File: src/rtl/uart_tx_driver.sv
// uart_tx_driver: bench-side UART transmitter. Bytes are queued through a
// valid/ready port into a small FIFO and sent as 8-bit frames with optional
// even/odd parity and one or two stop bits. The bit period is set at runtime.
module uart_tx_driver #(
    parameter int FIFO_DEPTH = 16,
    parameter int DIV_W      = 16
) (
    input  logic                          clk_i,
    input  logic                          rst_i,
    input  logic                          enable_i,
    input  logic                          parity_enable_i,
    input  logic                          parity_odd_i,
    input  logic                          two_stop_i,
    input  logic [DIV_W-1:0]              bit_period_i,
    input  logic [7:0]                    wdata_i,
    input  logic                          wvalid_i,
    output logic                          wready_o,
    output logic                          tx_o,
    output logic                          busy_o,
    output logic [$clog2(FIFO_DEPTH):0]   fifo_level_o,
    output logic                          done_o
);

    localparam int AW = $clog2(FIFO_DEPTH);
    localparam int LW = AW + 1;

    typedef enum logic [2:0] {
        S_IDLE,
        S_START,
        S_DATA,
        S_PARITY,
        S_STOP
    } state_t;

    // Bits shorter than 4 cycles are stretched to 4.
    function automatic logic [DIV_W-1:0] clamp_period(input logic [DIV_W-1:0] p);
        return (p < DIV_W'(4)) ? DIV_W'(4) : p;
    endfunction

    // Even parity makes the total count of ones even; odd flips it.
    function automatic logic parity_bit(input logic [7:0] d, input logic odd);
        return (^d) ^ odd;
    endfunction

    // FIFO storage and control
    logic [7:0]       mem_q [FIFO_DEPTH];
    logic [7:0]       mem_d [FIFO_DEPTH];
    logic [AW-1:0]    wr_ptr_q, wr_ptr_d;
    logic [AW-1:0]    rd_ptr_q, rd_ptr_d;
    logic [LW-1:0]    level_q, level_d;
    logic             wready_q, wready_d;

    // Frame state
    state_t           state_q, state_d;
    logic [DIV_W-1:0] cnt_q, cnt_d;
    logic [2:0]       idx_q, idx_d;
    logic             stop_more_q, stop_more_d;
    logic             tx_q, tx_d;
    logic             busy_q, busy_d;
    logic             done_q, done_d;

    // Per-frame latched data and configuration
    logic [7:0]       data_q, data_d;
    logic [DIV_W-1:0] per_q, per_d;
    logic             par_en_q, par_en_d;
    logic             par_odd_q, par_odd_d;
    logic             two_stop_q, two_stop_d;

    logic             push;
    logic             pop;
    logic             start_now;
    logic             can_start;
    logic             cnt_last;
    logic [DIV_W-1:0] eff_period;

    assign push       = wvalid_i && wready_q;
    assign can_start  = enable_i && (level_q != '0);
    assign cnt_last   = (cnt_q == '0);
    assign eff_period = clamp_period(bit_period_i);

    // FIFO next state: write on push, advance read on pop, track level.
    always_comb begin
        mem_d    = mem_q;
        wr_ptr_d = wr_ptr_q;
        rd_ptr_d = rd_ptr_q;
        level_d  = level_q;
        if (push) begin
            mem_d[wr_ptr_q] = wdata_i;
            wr_ptr_d        = wr_ptr_q + 1'b1;
        end
        if (pop) begin
            rd_ptr_d = rd_ptr_q + 1'b1;
        end
        case ({push, pop})
            2'b10:   level_d = level_q + 1'b1;
            2'b01:   level_d = level_q - 1'b1;
            default: level_d = level_q;
        endcase
        wready_d = (level_d != LW'(FIFO_DEPTH));
    end

    // Frame sequencer: next state, bit counter and registered line outputs.
    always_comb begin
        state_d     = state_q;
        cnt_d       = cnt_q;
        idx_d       = idx_q;
        stop_more_d = stop_more_q;
        tx_d        = tx_q;
        busy_d      = busy_q;
        done_d      = 1'b0;
        data_d      = data_q;
        per_d       = per_q;
        par_en_d    = par_en_q;
        par_odd_d   = par_odd_q;
        two_stop_d  = two_stop_q;
        pop         = 1'b0;
        start_now   = 1'b0;

        case (state_q)
            S_IDLE: begin
                tx_d   = 1'b1;
                busy_d = 1'b0;
                if (can_start) begin
                    start_now = 1'b1;
                end
            end
            S_START: begin
                if (cnt_last) begin
                    state_d = S_DATA;
                    idx_d   = 3'd0;
                    tx_d    = data_q[0];
                    cnt_d   = per_q - 1'b1;
                end else begin
                    cnt_d = cnt_q - 1'b1;
                end
            end
            S_DATA: begin
                if (cnt_last) begin
                    cnt_d = per_q - 1'b1;
                    if (idx_q == 3'd7) begin
                        if (par_en_q) begin
                            state_d = S_PARITY;
                            tx_d    = parity_bit(data_q, par_odd_q);
                        end else begin
                            state_d     = S_STOP;
                            tx_d        = 1'b1;
                            stop_more_d = two_stop_q;
                        end
                    end else begin
                        idx_d = idx_q + 3'd1;
                        tx_d  = data_q[idx_q + 3'd1];
                    end
                end else begin
                    cnt_d = cnt_q - 1'b1;
                end
            end
            S_PARITY: begin
                if (cnt_last) begin
                    state_d     = S_STOP;
                    tx_d        = 1'b1;
                    stop_more_d = two_stop_q;
                    cnt_d       = per_q - 1'b1;
                end else begin
                    cnt_d = cnt_q - 1'b1;
                end
            end
            S_STOP: begin
                // done is registered, so raise it one cycle before the last stop cycle.
                done_d = !stop_more_q && (cnt_q == DIV_W'(1));
                if (cnt_last) begin
                    if (stop_more_q) begin
                        stop_more_d = 1'b0;
                        cnt_d       = per_q - 1'b1;
                    end else if (can_start) begin
                        start_now = 1'b1;
                    end else begin
                        state_d = S_IDLE;
                        tx_d    = 1'b1;
                        busy_d  = 1'b0;
                    end
                end else begin
                    cnt_d = cnt_q - 1'b1;
                end
            end
            default: begin
                state_d = S_IDLE;
                tx_d    = 1'b1;
                busy_d  = 1'b0;
            end
        endcase

        // Popping the head byte also latches the frame configuration.
        if (start_now) begin
            pop         = 1'b1;
            data_d      = mem_q[rd_ptr_q];
            per_d       = eff_period;
            par_en_d    = parity_enable_i;
            par_odd_d   = parity_odd_i;
            two_stop_d  = two_stop_i;
            cnt_d       = eff_period - 1'b1;
            stop_more_d = 1'b0;
            state_d     = S_START;
            tx_d        = 1'b0;
            busy_d      = 1'b1;
        end
    end

    // Control registers with synchronous reset; reset drops any partial frame.
    always_ff @(posedge clk_i) begin
        if (rst_i) begin
            state_q     <= S_IDLE;
            cnt_q       <= '0;
            idx_q       <= '0;
            stop_more_q <= 1'b0;
            tx_q        <= 1'b1;
            busy_q      <= 1'b0;
            done_q      <= 1'b0;
            wr_ptr_q    <= '0;
            rd_ptr_q    <= '0;
            level_q     <= '0;
            wready_q    <= 1'b1;
        end else begin
            state_q     <= state_d;
            cnt_q       <= cnt_d;
            idx_q       <= idx_d;
            stop_more_q <= stop_more_d;
            tx_q        <= tx_d;
            busy_q      <= busy_d;
            done_q      <= done_d;
            wr_ptr_q    <= wr_ptr_d;
            rd_ptr_q    <= rd_ptr_d;
            level_q     <= level_d;
            wready_q    <= wready_d;
        end
    end

    // Data-path registers: FIFO contents and latched frame byte/config.
    always_ff @(posedge clk_i) begin
        mem_q      <= mem_d;
        data_q     <= data_d;
        per_q      <= per_d;
        par_en_q   <= par_en_d;
        par_odd_q  <= par_odd_d;
        two_stop_q <= two_stop_d;
    end

    assign wready_o     = wready_q;
    assign tx_o         = tx_q;
    assign busy_o       = busy_q;
    assign done_o       = done_q;
    assign fifo_level_o = level_q;

endmodule
File: config.mk
export PLATFORM = sky130hd
export DESIGN_NAME = uart_tx_driver
export DESIGN_NICKNAME = d
export VERILOG_FILES = /design/src/rtl/uart_tx_driver.sv
export SDC_FILE = /design/constraint.sdc
export NUM_CORES = 1
export LEC_CHECK = 0
export BUFFER_PORTS_ARGS = -buffer_cell sky130_fd_sc_hd__buf_2
export CORE_MARGIN = 3
export CORE_UTILIZATION = 57
export CTS_BUF_LIST = sky130_fd_sc_hd__clkbuf_8
export CTS_CLUSTER_SIZE = 20
export DETAILED_ROUTE_END_ITERATION = 7
export PLACE_DENSITY = 0.76
export SYNTH_ARGS = -nofsm -noshare
export SYNTH_HDL_FRONTEND = slang
export SYNTH_SLANG_ARGS = --single-unit
File: constraint.sdc
create_clock -name clk_i -period 5.5 [get_ports clk_i]
set_input_delay 0.55 -clock clk_i [delete_from_list [all_inputs] [get_ports clk_i]]
set_output_delay 0.55 -clock clk_i [all_outputs]
set_load 0.03 [all_outputs]
; After elaboration in Yosys (flattened, before gate mapping)
; Index checks and enable logic that the tools add are counted.
[classes]
n_reduce_logical = 22
n_shift = 0
n_eq_ne = 28
n_mux = 55
n_bitwise = 5
order_cmp = 5
n_div = 0
add_sub_neg = 8
n_mul = 0
[op_table]
columns = op, count
row1 = $bwmux W128, 1
row2 = $mux W16, 5
row3 = $sub A16 B1 Y16 const B, 3
row4 = $mux W3, 11
row5 = $bmux W8 S4, 1
row6 = $demux W8 S4, 1
row7 = $pmux W16 S2, 1
row8 = $mux W1, 24
row9 = $mux W8, 3
row10 = $ne A3 B3 Y1 const B, 7
row11 = $ne A2 B2 Y1 const B, 10
row12 = $eq A16 B1 Y1 const B, 1
row13 = $logic_not A16 Y1, 1
row14 = $lt A16 B3 Y1 const B, 1
row15 = $reduce_and A8 Y1, 2
row16 = $pmux W3 S5, 1
row17 = $reduce_and A6 Y1, 2
row18 = $ge A5 B5 Y1 const B, 2
row19 = $not A4 Y5, 2
row20 = $pmux W5 S2, 1
row21 = $add A4 B1 Y4 const B, 2
row22 = $reduce_and A4 Y1, 2
row23 = $reduce_xor A8 Y1, 1
row24 = $eq A3 B2 Y1 const B, 2
row25 = 28 further kinds, 36
[word_totals]
latchBits = 0
wordCells = 156
romBits = 0
input_bits = 31
n_memories = 0
ramBits = 0
output_inout_bits = 9
register_bits = 195

; Depth between registers and ports, before layout
[depth]
depth_word = 10
ltp_mapped = 17
mapped_depth_nobuf = 14

; Worst setup path before layout
; OpenSTA, ideal clock, no wires.
[synth_timing]
path_kind = flip-flop to flip-flop
startpoint = reg cnt_q[0]
endpoint = reg wready_q, in the netlist wready_o
synth_period_minus_slack_ns = 3.782
path_slack_ns = 1.718
stages_incl_launch_ff = 18
required_ns = 5.436
setup_time_ns = 0.064
arrival_time_ns = 3.718
n_path_buf = 3
path_cell_list = dfxtp_1 > inv_1 > ha_1 > nor4b_2 > nand4_2 > a2111oi_4 > buf_2 > buf_4 > ha_1 > clkbuf_1 > xor2_1 > ha_1 > a21o_1 > a22oi_1 > o21a_1 > o21a_1 > o21ba_2 > nand4_1
[synth_via]
elab_chain_cells = 7
word_cells_on_any_way = 8
cone_classes = eq/ne (3) / mux (4) / reduce/logical (1)
[synth_rtl]
columns = element, line
row1 = start: declaration, 55  ; logic [DIV_W-1:0] cnt_q, cnt_d;
row2 = start signal: assignment, 224  ; cnt_q <= cnt_d;
row3 = $logic_not A16 Y1 (*), 78  ; assign cnt_last = (cnt_q == '0);
row4 = $mux W1 (*), 170  ; if (cnt_last) begin
row5 = $pmux W1 S2 (*), 119  ; case (state_q)
row6 = $mux W1 (*), 193  ; if (start_now) begin
row7 = $eq A2 B1 Y1 or $eq A2 B2 Y1 (tied branches), 94  ; case ({push, pop})
row8 = $pmux W5 S2 (*), 94
row9 = $ne A5 B5 Y1 (*), 99  ; wready_d = (level_d != LW'(FIFO_DEPTH));
row10 = end signal: assignment, 233  ; wready_q <= wready_d;
row11 = end: declaration, 51  ; logic wready_q, wready_d;
; Every way passes the cells marked *; elsewhere a longest branch is shown, timed or not.
; A chain may end at the register's enable or synchronous reset.

; Final worst setup path
[layout_timing]
startpoint = reg level_q[0], in the netlist fifo_level_o[0]
endpoint = reg wready_q, in the netlist wready_o
[layout_via]
elab_chain_cells = 10
word_cells_on_any_way = 13
cone_classes = add/sub (2) / eq/ne (3) / mux (6) / reduce/logical (2)
[layout_rtl]
columns = element, line
row1 = start: declaration, 50  ; logic [LW-1:0] level_q, level_d;
row2 = start signal: assignment, 232  ; level_q <= level_d;
row3 = $reduce_bool A5 Y1, 77  ; assign can_start = enable_i && (level_q != '0);
row4 = $logic_and A1 B1 Y1, 77
row5 = $mux W1, "123, 174"
row6 = $mux W1, 171  ; if (stop_more_q) begin
row7 = $mux W1, 170
row8 = $pmux W1 S2, 119
row9 = $mux W1, 193
row10 = $eq A2 B1 Y1 or $eq A2 B2 Y1 (tied branches), 94
row11 = $pmux W5 S2 (*), 94
row12 = $ne A5 B5 Y1 (*), 99
; Marks and branches as above.

==> reports/summary.txt <==
Die ar.: 17600 um^2
RSZ-0062 raised after global routing: false
Syn-to-layout area delta: 7.46%
Routed Antenna Nets: 0
Type of destination of the critical path: flop
Yosys warnings: 0
CP cell instances: or4_1 > o21ai_0 > a2111oi_4 > ha_1 > xor2_1 > ha_1 > a21o_1 > a22oi_1 > o21a_1 > o21a_1 > o21ba_2 > nand4_1
End of the critical path: wready_o
Largest net degree at the start of global routing: 59
Number of global-route vias before repair: 5999
Mean Syn Cell Area: 12.4 um^2
EDFF count, synth: 155
Clk_lat worst skew: 0.47 ns
Drt drc: 0
DR pass1 iterations: 6
# rows: 45
Tot GR Track Use: 0.237
Congestion Overflow GR: 0
Slowest CP cell: o21ai_0
Initial core utilization: 0.592
Syn nets: 782
Die height: 133 um
Reg clk slew, reported paths: 0.10 ns
Slowest stage delay, CP: 0.87 ns
Hold Path Stages: 1
Final Setup Violations: 0
Storage cell area: 5460 um^2
Fin crit period: 3.79 ns
Hold Worst Slack: 0.265 ns
CP startpoint: fifo_level_o[0]
CTS Buf Count: 17
Via Count: 6074
Worst reg2reg startpoint: fifo_level_o[0]
Placer Congestion: 0.903
Post-CTS Resized: 0
Max_cap viols: 0
Post-DR wirelength/cell: 20.9 um
Initial antenna violation count: 0
Core Area: 15400 um^2
Postcts setup bufs: 0
TritonCTS clock tree: built
Fin. Hold Viols: 0
Vias per cell: 6.26
Status: finished, final reports clean
DP Wirelength: 13.9 mm
Startpoint Class: flop
Max Clk Rate: 264 MHz
Primary FF master, synth: edfxtp_1
WP data required: 5.85 ns
H-tree depth: 4
CP Class: reg2reg
Cell Area, Synth: 9140 um^2
Critical Path AT: 4.15 ns
Final net count: 792
Number of diodes: 0
Boundary pin count: 40
Peak supply drop: 0.234 mV
Power per cell area: 456 nW/um^2
Post-layout util: 0.636
# hold bufs at CTS: 0
Distinct cells, synth: 61
R2R Setup Slk: 1.71 ns
Seq/Total Area, Yosys: 0.597
Worst R2R End: wready_o
Slew margin rel.: 0.147
Clock sink total: 195
TNS Setup: 0 ns
Register bit total from synthesis: 195
Design Area, Final: 9820 um^2
Root Buffer: clkbuf_8
Async set or reset register ratio after synthesis: 0
Layout cell share with drive strength beyond 1: 0.145
CP Max Fanout: 9
Tot Pwr: 4480 uW
Slew Viols, Final: 0
Fillers: 1169
Clock buffer depth: 2
Worst Skew: 0.0154 ns
Multi-input gate area: 3420 um^2
Port Buf Inserts: 39
Post-Route WL: 20.3 mm
Final period util: 0.690
Total placed instance area: 9410 um^2
P_leak: 0.00319 uW
Gate Count Post-Synth: 737
Die width: 133 um
Number of DRC markers in iteration 0: 644
Global-route wire length before repair: 32.7 mm
Worst-margin pin slew: 1.28 ns
Hold/Removal Path Class: in2reg
Worst Reg2Reg Path Length in Cells: 12
-- routing by layer --
metal / vias to the layer above / GRT usage / wire length [um]
li1: 2815 / - / -
met4: 0 / 0.0745 / 347
met2: 260 / 0.398 / 10200
met5: - / 0 / 0
met3: 33 / 0.0460 / 1350
met1: 2966 / 0.316 / 8390
-- cells in the final DEF (no fill, tap or decap), drive strengths merged, types with 7 or more instances in the layout --
| cell type | n |
|---|---|
| inv | 23 |
| edfxtp | 155 |
| nor4 | 13 |
| a21oi | 38 |
| dfxtp | 40 |
| o21ai | 33 |
| a211oi | 9 |
| or4 | 9 |
| nand2 | 60 |
| nand2b | 8 |
| xnor2 | 25 |
| nor3 | 26 |
| mux4 | 18 |
| buf | 41 |
| xor2 | 21 |
| a22oi | 10 |
| nand3 | 11 |
| or3 | 7 |
| nor2 | 58 |
| ha | 14 |
| clkbuf | 17 |
| mux2i | 29 |
| o31ai | 9 |
| nand4 | 8 |
| a221oi | 13 |
-- worst max-delay path: cells and delay by family (launching register included) --
kind                       cells  cell delay (ns)
AOI/OAI and AO/OA              7             1.84
DFF                            1             0.41
xor gates and xnor gates       1             0.19
adders and majority gates      2             0.62
and+or+nand+nor                2             0.61
-- final cells by class --
type / instances / share of cell area
clock inverters: 15 / 0.0175
repair buffers: 41 / 0.0214
inverters: 16 / 0.00612
clock buffers: 17 / 0.0238
multi-input cells: 476 / 0.349
well taps: 211 / 0.0269
flip-flops and latches: 195 / 0.556
-- where the power goes --
| part | switching [uW] | internal, uW | leakage (uW) | total [uW] |
|---|---|---|---|---|
| sequential | 222 | 1810 | 0.00173 | 2030 |
| combinational | 879 | 614 | 0.00124 | 1490 |
| clock | 539 | 418 | 0.000207 | 957 |
| total | 1640 | 2840 | 0.00319 | 4480 |
-- worst min-delay path by stage --
| stage | start | endpoint |
|---|---|---|
| 2_1_floorplan | idx_q[1] | idx_q[1] |
| 3_3_place_gp | idx_q[2] | idx_q[2] |
| 3_5_place_dp | idx_q[2] | idx_q[2] |
| 4_1_cts | two_stop_i | two_stop_q |
| 5_1_grt | two_stop_i | two_stop_q |
| 6_report | two_stop_i | two_stop_q |
-- stage by stage --
| step | instances | setup WS [ns] |
|---|---|---|
| final | 971 | 1.71 |
| after global routing | 971 | 1.56 |
| after CTS | 971 | 1.79 |
| after detailed placement | 939 | 1.81 |
| after global placement | 939 | 2.03 |
| after floorplan | 737 | 1.72 |
-- cells in the mapped netlist, types with 7 or more instances --
master / n / area [um^2]
edfxtp_1: 155 / 4650
nand2_1: 60 / 225
nor2_1: 58 / 218
dfxtp_1: 40 / 801
a21oi_1: 38 / 190
clkbuf_1: 38 / 143
o21ai_0: 32 / 160
mux2i_1: 29 / 290
nor3_1: 26 / 130
xnor2_1: 25 / 219
xor2_1: 21 / 184
mux4_2: 18 / 405
inv_1: 16 / 60.1
ha_1: 14 / 175
a221oi_1: 13 / 114
nand3_1: 11 / 55.1
a22oi_1: 10 / 75.1
nor4_1: 10 / 62.6
a211oi_1: 9 / 67.6
or4_1: 9 / 67.6
nand2b_1: 8 / 50.1
o31ai_1: 8 / 60.1
nand4_1: 7 / 43.8
-- sequential cells by signal, indices dropped and copies added (netlist names) --
register      count
cnt_q            16
fifo_level_o      5
tx_o              1
per_q            16
idx_q             3
done_o            1
wr_ptr_q          4
par_odd_q         1
state_q           3
wready_o          1
rd_ptr_q          4
par_en_q          1
busy_o            1
mem_q           128
stop_more_q       1
data_q            8
two_stop_q        1
-- kinds of logic (layout without fill, tap and decap cells) --
family	after synthesis	after routing	share of synthesized area
AO/OA/AOI/OAI	146	146	0.108
XOR/XNOR	46	46	0.0441
adder cells (fa/ha/maj)	14	14	0.0192
buffers and inverters	66	89	0.0283
flip-flops	195	195	0.597
multiplexers	53	53	0.0835
AND/OR/NAND/NOR	217	217	0.119
(Power assumes the default switching activity.)
